==> src/rtl/io_port_ctrl_pkg.sv <==
// Shared definitions for the I/O port sequencer: state encoding, default
// device-wait timeout, and a helper that identifies the device-wait states.
package io_port_ctrl_pkg;

  typedef enum logic [2:0] {
    IDLE    = 3'd0,
    OUT_LD  = 3'd1,
    OUT_STB = 3'd2,
    OUT_REL = 3'd3,
    IN_WAIT = 3'd4,
    IN_LD   = 3'd5,
    DONE    = 3'd6,
    ERR     = 3'd7
  } state_e;

  localparam int unsigned TIMEOUT_DEFAULT = 1024;

  // States in which the sequencer waits on the device and can time out.
  function automatic logic is_wait_state(input state_e s);
    return (s == OUT_STB) || (s == OUT_REL) || (s == IN_WAIT);
  endfunction

endpackage

==> src/rtl/io_timeout_timer.sv <==
// Device-wait timeout timer.
//   clock, clear : clock and asynchronous active-high reset
//   restart      : zero the count (asserted on every state change)
//   enable       : count one cycle spent in a wait state
//   tc           : count has reached TIMEOUT-1 while enabled (never if TIMEOUT=0)
module io_timeout_timer
  import io_port_ctrl_pkg::*;
#(
  parameter int unsigned TIMEOUT = TIMEOUT_DEFAULT
) (
  input  logic clock,
  input  logic clear,
  input  logic restart,
  input  logic enable,
  output logic tc
);

  localparam int unsigned CW = (TIMEOUT > 1) ? $clog2(TIMEOUT) : 1;
  localparam logic [CW-1:0] TC_VAL = (TIMEOUT == 0) ? '0 : CW'(TIMEOUT - 1);

  logic [CW-1:0] count_q, count_d;

  always_comb begin
    count_d = count_q;
    if (restart) begin
      count_d = '0;
    end else if (enable) begin
      count_d = count_q + 1'b1;
    end
  end

  always_ff @(posedge clock or posedge clear) begin
    if (clear) begin
      count_q <= '0;
    end else begin
      count_q <= count_d;
    end
  end

  assign tc = (TIMEOUT != 0) && enable && (count_q == TC_VAL);

endmodule

==> src/rtl/io_port_ctrl.sv <==
// I/O transfer sequencer between the control unit, the in/out port
// registers and the device pins.
//   clock, clear        : clock and asynchronous active-high reset
//   cpu_req/cpu_rw      : request pulse (sampled in IDLE), 1 = output, 0 = input
//   cpu_err_clr         : clears err_sticky (a coincident timeout wins)
//   cpu_busy/done/err   : status; done pulses on completion, err with it on timeout
//   err_sticky          : latched timeout indication
//   out_port_ld/in_port_ld : port register load strobes
//   dev_strobe/dev_ack  : four-phase output handshake
//   dev_rd_req/dev_valid: input handshake
//   xfer_count          : successful transfers, wrapping
module io_port_ctrl
  import io_port_ctrl_pkg::*;
#(
  parameter int unsigned TIMEOUT = TIMEOUT_DEFAULT,
  parameter int unsigned CNT_W   = 16
) (
  input  logic             clock,
  input  logic             clear,
  input  logic             cpu_req,
  input  logic             cpu_rw,
  input  logic             cpu_err_clr,
  output logic             cpu_busy,
  output logic             cpu_done,
  output logic             cpu_err,
  output logic             err_sticky,
  output logic             out_port_ld,
  output logic             in_port_ld,
  output logic             dev_strobe,
  input  logic             dev_ack,
  output logic             dev_rd_req,
  input  logic             dev_valid,
  output logic [CNT_W-1:0] xfer_count
);

  state_e state_q, state_d;
  logic   tmo_tc;

  logic busy_q, busy_d;
  logic done_q, done_d;
  logic err_q, err_d;
  logic out_ld_q, out_ld_d;
  logic in_ld_q, in_ld_d;
  logic strobe_q, strobe_d;
  logic rd_req_q, rd_req_d;
  logic err_sticky_q, err_sticky_d;
  logic [CNT_W-1:0] xfer_count_q, xfer_count_d;

  io_timeout_timer #(
    .TIMEOUT (TIMEOUT)
  ) u_timer (
    .clock   (clock),
    .clear   (clear),
    .restart (state_d != state_q),
    .enable  (is_wait_state(state_q)),
    .tc      (tmo_tc)
  );

  // State register
  always_ff @(posedge clock or posedge clear) begin
    if (clear) begin
      state_q <= IDLE;
    end else begin
      state_q <= state_d;
    end
  end

  // Next state: a device exit condition always takes priority over timeout.
  always_comb begin
    state_d = state_q;
    unique case (state_q)
      IDLE:    if (cpu_req) state_d = cpu_rw ? OUT_LD : IN_WAIT;
      OUT_LD:  state_d = OUT_STB;
      OUT_STB: begin
        if (dev_ack)     state_d = OUT_REL;
        else if (tmo_tc) state_d = ERR;
      end
      OUT_REL: begin
        if (!dev_ack)    state_d = DONE;
        else if (tmo_tc) state_d = ERR;
      end
      IN_WAIT: begin
        if (dev_valid)   state_d = IN_LD;
        else if (tmo_tc) state_d = ERR;
      end
      IN_LD:   state_d = DONE;
      DONE:    state_d = IDLE;
      ERR:     state_d = IDLE;
      default: state_d = IDLE;
    endcase
  end

  // Outputs decoded from the next state and registered, so each output
  // lines up with its state while remaining a clean flop output.
  always_comb begin
    busy_d   = (state_d != IDLE);
    done_d   = (state_d == DONE) || (state_d == ERR);
    err_d    = (state_d == ERR);
    out_ld_d = (state_d == OUT_LD);
    in_ld_d  = (state_d == IN_LD);
    strobe_d = (state_d == OUT_STB);
    rd_req_d = (state_d == IN_WAIT);

    err_sticky_d = err_sticky_q;
    if (state_q == ERR) begin
      err_sticky_d = 1'b1;
    end else if (cpu_err_clr) begin
      err_sticky_d = 1'b0;
    end

    xfer_count_d = xfer_count_q;
    if (state_q == DONE) begin
      xfer_count_d = xfer_count_q + 1'b1;
    end
  end

  always_ff @(posedge clock or posedge clear) begin
    if (clear) begin
      busy_q       <= 1'b0;
      done_q       <= 1'b0;
      err_q        <= 1'b0;
      out_ld_q     <= 1'b0;
      in_ld_q      <= 1'b0;
      strobe_q     <= 1'b0;
      rd_req_q     <= 1'b0;
      err_sticky_q <= 1'b0;
      xfer_count_q <= '0;
    end else begin
      busy_q       <= busy_d;
      done_q       <= done_d;
      err_q        <= err_d;
      out_ld_q     <= out_ld_d;
      in_ld_q      <= in_ld_d;
      strobe_q     <= strobe_d;
      rd_req_q     <= rd_req_d;
      err_sticky_q <= err_sticky_d;
      xfer_count_q <= xfer_count_d;
    end
  end

  assign cpu_busy    = busy_q;
  assign cpu_done    = done_q;
  assign cpu_err     = err_q;
  assign err_sticky  = err_sticky_q;
  assign out_port_ld = out_ld_q;
  assign in_port_ld  = in_ld_q;
  assign dev_strobe  = strobe_q;
  assign dev_rd_req  = rd_req_q;
  assign xfer_count  = xfer_count_q;

endmodule

==> config.mk <==
export PLATFORM = sky130hd
export DESIGN_NAME = io_port_ctrl
export DESIGN_NICKNAME = d
export VERILOG_FILES = /design/src/rtl/io_port_ctrl_pkg.sv /design/src/rtl/io_timeout_timer.sv /design/src/rtl/io_port_ctrl.sv
export SDC_FILE = /design/constraint.sdc
export NUM_CORES = 1
export LEC_CHECK = 0
export ABC_AREA = 1
export CELL_PAD_IN_SITES_DETAIL_PLACEMENT = 1
export CELL_PAD_IN_SITES_GLOBAL_PLACEMENT = 1
export CORE_MARGIN = 2
export CORE_UTILIZATION = 30
export DETAILED_ROUTE_END_ITERATION = 7
export GPL_TIMING_DRIVEN = 0
export PLACE_DENSITY_LB_ADDON = 0.1
export RECOVER_POWER = 50
export SYNTH_ARGS = -nofsm -noshare
export SYNTH_HDL_FRONTEND = slang
export SYNTH_SLANG_ARGS = --single-unit
==> constraint.sdc <==
create_clock -name clock -period 1.8 [get_ports clock]
set_input_delay 0.54 -clock clock [delete_from_list [all_inputs] [get_ports clock]]
set_output_delay 0.54 -clock clock [all_outputs]
set_load 0.02 [all_outputs]
; ---- Word level (Yosys, flattened, before mapping)
; Index checks and enable logic that the tools add are counted.
[totals]
regBits = 37
latchBits = 0
ramBits = 0
rom_bits = 0
out_inout_bits = 24
wordCells = 48
n_memories = 0
[op_classes]
add_sub_neg = 2
n_mul = 0
div_mod_pow = 0
magnitude_cmp = 0
eq_ne = 15
shifts = 0
mux = 11
bitwise_logic = 0
n_reduce_logical = 9
[ops]
columns = op, count
row1 = $eq 3x3->1 const B, 8
row2 = $pmux 3 s7, 1
row3 = $mux 10, 2
row4 = $mux 3, 6
row5 = $add 16x1->16 const B, 1
row6 = $add 10x1->10 const B, 1
row7 = $eq 10x10->1 const B, 1
row8 = $eq 3x2->1 const B, 3
row9 = $eq 3x1->1 const B, 2
row10 = $reduce_bool 2->1, 2
row11 = $logic_not 3->1, 1
row12 = $logic_or 1x1->1, 3
row13 = $ne 3x3->1, 1
row14 = $reduce_bool 3->1, 1
row15 = $mux 1, 2
row16 = $reduce_or 2->1, 1
row17 = $logic_and 1x1->1, 1

; ---- Logic depth before layout (Yosys ltp)
[depth]
ltp_word = 9
mapped_depth = 15
ltp_nobuf = 15

; ---- Modules after synthesis
; Synthesis repeated with hierarchy kept, for this count alone.
[hier_totals]
cells_unflattened = 263
hier_area_um2 = 2001.9
[by_module_without_submodules]
columns = module, instances, cells_per_inst, area_each_um2
row1 = io_port_ctrl, 1, 187, 1416.4
row2 = io_timeout_timer, 1, 76, 585.6

; ---- Worst setup path before layout
; No wires, ideal clock.
[synth_path]
path_type = register to register
startpoint = register state_q[0]
endpoint = register u_timer.count_q[4]
arrival_time_ns = 1.546
path_slack_ns = 0.133
stages_incl_launch_ff = 15
period_less_slack_ns = 1.667
cell_sequence = dfrtp_1 > nor2_2 > nand2_2 > nand2_4 > nand3_2 > nand2_1 > nand2_1 > nand2_1 > nand2_1 > nand2_2 > nand2_2 > nand2_1 > nand2_2 > nand2_4 > nor2_2
[synth_via]
elab_chain_len = 9
elab_cells_between_ends = 21
classes_between = 8 x eq/ne / 7 x mux / 6 x reduce/logical
[synth_rtl]
columns = item, line
row1 = start: declaration, io_port_ctrl.sv:36  ; state_e state_q, state_d;
row2 = start signal: assignment, io_port_ctrl.sv:64  ; state_q <= state_d;
row3 = $eq 3x2->1, "io_port_ctrl_pkg.sv:20, io_port_ctrl.sv:71"
row4 = $logic_or 1x1->1 (2 in a row), io_port_ctrl_pkg.sv:20  ; return (s == OUT_STB) || (s == OUT_REL) || (s == IN_WAIT);
row5 = $logic_and 1x1->1, io_timeout_timer.sv:40  ; assign tc = (TIMEOUT != 0) && enable && (count_q == TC_VAL);
row6 = $mux 3, "io_port_ctrl.sv:76, io_port_ctrl.sv:80, io_port_ctrl.sv:84"
row7 = "$mux 3, on equally long branches", "io_port_ctrl.sv:83, io_port_ctrl.sv:75, io_port_ctrl.sv:79"
row8 = $pmux 3 s7, io_port_ctrl.sv:71  ; unique case (state_q)
row9 = $ne 3x3->1, io_port_ctrl.sv:54  ; .restart (state_d != state_q),
row10 = $mux 10 or $reduce_bool 2->1 (tied branches), -
row11 = end signal: assignment, io_timeout_timer.sv:36  ; count_q <= count_d;
row12 = end: declaration, io_timeout_timer.sv:21  ; logic [CW-1:0] count_q, count_d;
; Several ways; a longest one is shown, not always the timed one.
; A chain may end at the register's enable or synchronous reset.

; ---- Worst setup path in the final report
[layout_path]
startpoint = register u_timer.count_q[1]
endpoint = register u_timer.count_q[0]
[layout_via]
elab_chain_len = 7
elab_cells_between_ends = 10
classes_between = 2 x eq/ne / 6 x mux / 2 x reduce/logical
[layout_rtl]
columns = item, line
row1 = $eq 10x10->1 *, io_timeout_timer.sv:40
row2 = $logic_and 1x1->1 *, io_timeout_timer.sv:40
row3 = $mux 3 *, "io_port_ctrl.sv:76, io_port_ctrl.sv:80, io_port_ctrl.sv:84"
row4 = "$mux 3, on equally long branches", "io_port_ctrl.sv:83, io_port_ctrl.sv:75, io_port_ctrl.sv:79"
row5 = $pmux 3 s7 *, io_port_ctrl.sv:71
row6 = $ne 3x3->1 *, io_port_ctrl.sv:54
row7 = $mux 10 or $reduce_bool 2->1 (tied branches), -
; Mark *: on every way between the ends. The rest lies on a longest branch, timed or not.

==> results_dict.tcl <==
set metrics [dict create \
    violations "negative setup slack" \
    port_buffers 30 \
    syn_area_mm2 0.00186 \
    fin_area_mm2 0.00266 \
    synth_ff_type "dfrtp_1" \
    drt_iter0_markers 38 \
    syn_nets 198 \
    synth_cells 189 \
    run_status "finished with violations" \
    regArea_um2 930 \
    hpwl_um 2980 \
    vias 1506 \
    dr.pass1.iters 4 \
    wl_per_cell_um 13.7 \
    slew_headroom 0.464 \
    finalCritPeriodShare 1.01 \
    gp_congestion 0.704 \
    track_usage 0.141 \
    hold_class "register to register" \
    clkLatencyLatePin_ps 290 \
    crit_fanout 5 \
    n_antenna_cell 0 \
    rsz0062_at_grt "yes" \
    place_area_mm2 0.00225 \
    via_per_inst 4.58 \
    routed_wl_um 4520 \
    synth_edf_count 0 \
    ir_drop_mv 0.715 \
    clk_pin_slew_ps 80 \
    grt_max_degree 38 \
    cpLargestDelayFamily "simple AND/OR/NAND/NOR gates" \
    worstHoldStart "xfer_count[15]" \
    cts_tree "built" \
    antenna_found_initial 0 \
    fp.dieW_um 82.7 \
    die_y_um 82.7 \
    syn2layout_area_growth_pct 42.9 \
    hold_end "xfer_count[15]" \
    power.density_mw_per_mm2 1390 \
    endpoint_kind "register" \
    min_period_ps 1820 \
    final.fill_count 702 \
    finish.net_count 262 \
    maxSlewViolCount 0 \
    synth_area_leader_cell "dfrtp_1" \
    cts.sinks 37 \
    overflow 0 \
    worstSetupStartpointType "register" \
    cts_htree_levels 2 \
    crit_path_max_incr_delay_ps 380 \
    timing.rr.end "u_timer.count_q[0]" \
    synth-seq-cells 37 \
    whs_path_depth 2 \
    io_pins 31 \
    multiInputGateArea_um2 953 \
    worst_path_most_repeated_cell "nand2_1" \
    drc 0 \
    yosysTopAreaCellShare 0.498 \
    drtAntennaViolNets 0 \
    rrSetupSlack_ps -20 \
    critPathSlowestCell "dfrtp_1" \
    drv_cap 0 \
    worst_slew_pin_slew_ps 802 \
    setup_viol 10 \
    r2r_start "u_timer.count_q[1]" \
    die_area_mm2 0.00684 \
    clock.fmax_ghz 0.550 \
    syn_avg_cell_area_um2 9.84 \
    final.setup_skew_ps 4.77 \
    final_core_util 0.446 \
    setup_ws_ps -17.8 \
    fp-row-count 28 \
    numCtsBuffers 5 \
    r2r_cells 14 \
    grt_pass1_vias 1565 \
    fin_tns_setup_ps -109 \
    path_class "register to register" \
    required_ps 1990 \
    cp.arrival_ps 2010 \
    leakage_uw 0.00139 \
    synth_area_leaders "dfrtp_1, nand2_1, xor2_1, nor2_2, inv_1" \
    cts.path.max_buffers 2 \
    seq_area_frac_synth 0.498 \
    initial_core_util 0.312 \
    core_mm2 0.00596 \
    cp.buffers_inverters 0 \
    drive_gt1_frac 0.335 \
    hold_violations 0 \
    grt_pass1_wl_um 7310 \
    synth_warnings 0 \
    crit_chain "ha_2, nand3_4, nor2_4, nand3_2, nand2_1, nand2_1, nand2_1, nand2_2, nand2_2, nand2_4, nand2_4, nand2_8, nand2_8, nor2_2" \
    async_flop_share 1.00 \
    hold_buffers 0 \
    root_buffer "clkbuf_8" \
    ys_types 33 \
]
==> report_power, final <==
group	internal (uW)	leakage, uW	switching (uW)
sequential	985	0.000496	146
combinational	699	0.000834	1080
clock	451	0.0000574	330
==> final cells by class <==
| cell class | count | share of cell area |
|---|---|---|
| Multi-Input combinational cell | 127 | 0.359 |
| Sequential cell | 37 | 0.350 |
| Timing Repair Buffer | 56 | 0.173 |
| Inverter | 26 | 0.0377 |
| Tap cell | 75 | 0.0353 |
| Clock buffer | 6 | 0.0311 |
| Clock inverter | 2 | 0.0141 |
==> registers in the layout, indices dropped and copies added (netlist names) <==
name,count
err_sticky,1
xfer_count,16
in_port_ld,1
u_timer.count_q,10
cpu_err,1
state_q,3
cpu_done,1
dev_strobe,1
dev_rd_req,1
cpu_busy,1
out_port_ld,1
==> cells in the mapped netlist (3+ instances only) <==
master   number
dfrtp_1      37
inv_1        23
inv_2         3
nand2_1      32
nand2_2       5
nand2_4       3
nand3_1       7
nand3_2       3
nand4_1       4
nor2_1       11
nor2_2       14
nor3_1        3
xnor2_1       9
xor2_1       12
==> timing repair <==
item | in CTS | in global routing
endpoints found under the hold margin | 0 | 0
resized for setup | 27 | 21
setup endpoints to repair | 32 | 21
buffers inserted | 8 | 18
pin swaps | 4 | 14
gates cloned | 0 | 1
==> logic make-up after synthesis <==
group                      Yosys count  share of synthesized area
muxes                                1                    0.00538
DFF                                 37                      0.498
and+or+nand+nor                     91                      0.291
xor gates and xnor gates            21                     0.0989
adders and majority gates            2                     0.0135
buffers and inverters               26                     0.0525
AOI/OAI and AO/OA                   11                     0.0404
==> stage by stage <==
step	power [uW]	instances	hold slack [ps]	worst slack, ps
floorplan	2000	189	530	133
global placement	2400	294	487	-393
detailed placement	2440	294	496	-376
CTS	3350	310	516	-2.48
global route	3920	329	532	-158
finish	3690	329	511	-17.8
==> worst max path at each step <==
stage                       startpoint                 end  slack (ps)  depth (start not counted)
floorplan                   state_q[0]  u_timer.count_q[4]         130                         14
global route        u_timer.count_q[1]  u_timer.count_q[0]        -160                         14
CTS                         state_q[2]  u_timer.count_q[0]          -2                         14
detailed placement             dev_ack  u_timer.count_q[0]        -380                          9
global placement                 clear  u_timer.count_q[1]        -390                          2
finish              u_timer.count_q[1]  u_timer.count_q[0]         -20                         14
==> tightest hold or removal path: cells and delay by family, from the launching register on <==
family	cells	cell delay, ps
flip-flops	1	370
XOR/XNOR	1	70
buffers and inverters	1	40
==> routing by layer <==
metal | up-vias | part of all wire | global-route usage | routed length, um
met5 | - | 0 | 0 | 0
met4 | 0 | 0.014 | 0.0557 | 65
met3 | 6 | 0.035 | 0.0402 | 157
met2 | 22 | 0.55 | 0.249 | 2480
met1 | 753 | 0.40 | 0.161 | 1810
li1 | 725 | - | - | -
==> cell usage in the layout (no fill, tap or decap), types with 4 or more instances in the layout <==
| cell | Yosys | routed |
|---|---|---|
| nand4_1 | 4 | 4 |
| dlygate4sd2_1 | 0 | 19 |
| dfrtp_1 | 37 | 34 |
| xor2_1 | 12 | 12 |
| xnor2_1 | 9 | 8 |
| clkdlybuf4s50_1 | 0 | 6 |
| nor2_2 | 14 | 12 |
| nand2_1 | 32 | 30 |
| inv_1 | 23 | 22 |
| nand2_4 | 3 | 4 |
| nand2_2 | 5 | 4 |
| clkbuf_8 | 0 | 6 |
| nand3_1 | 7 | 6 |
| nor2_1 | 11 | 10 |
| buf_4 | 0 | 25 |
| nor2_4 | 1 | 4 |
Note: power is estimated with default switching activity, not from simulation.
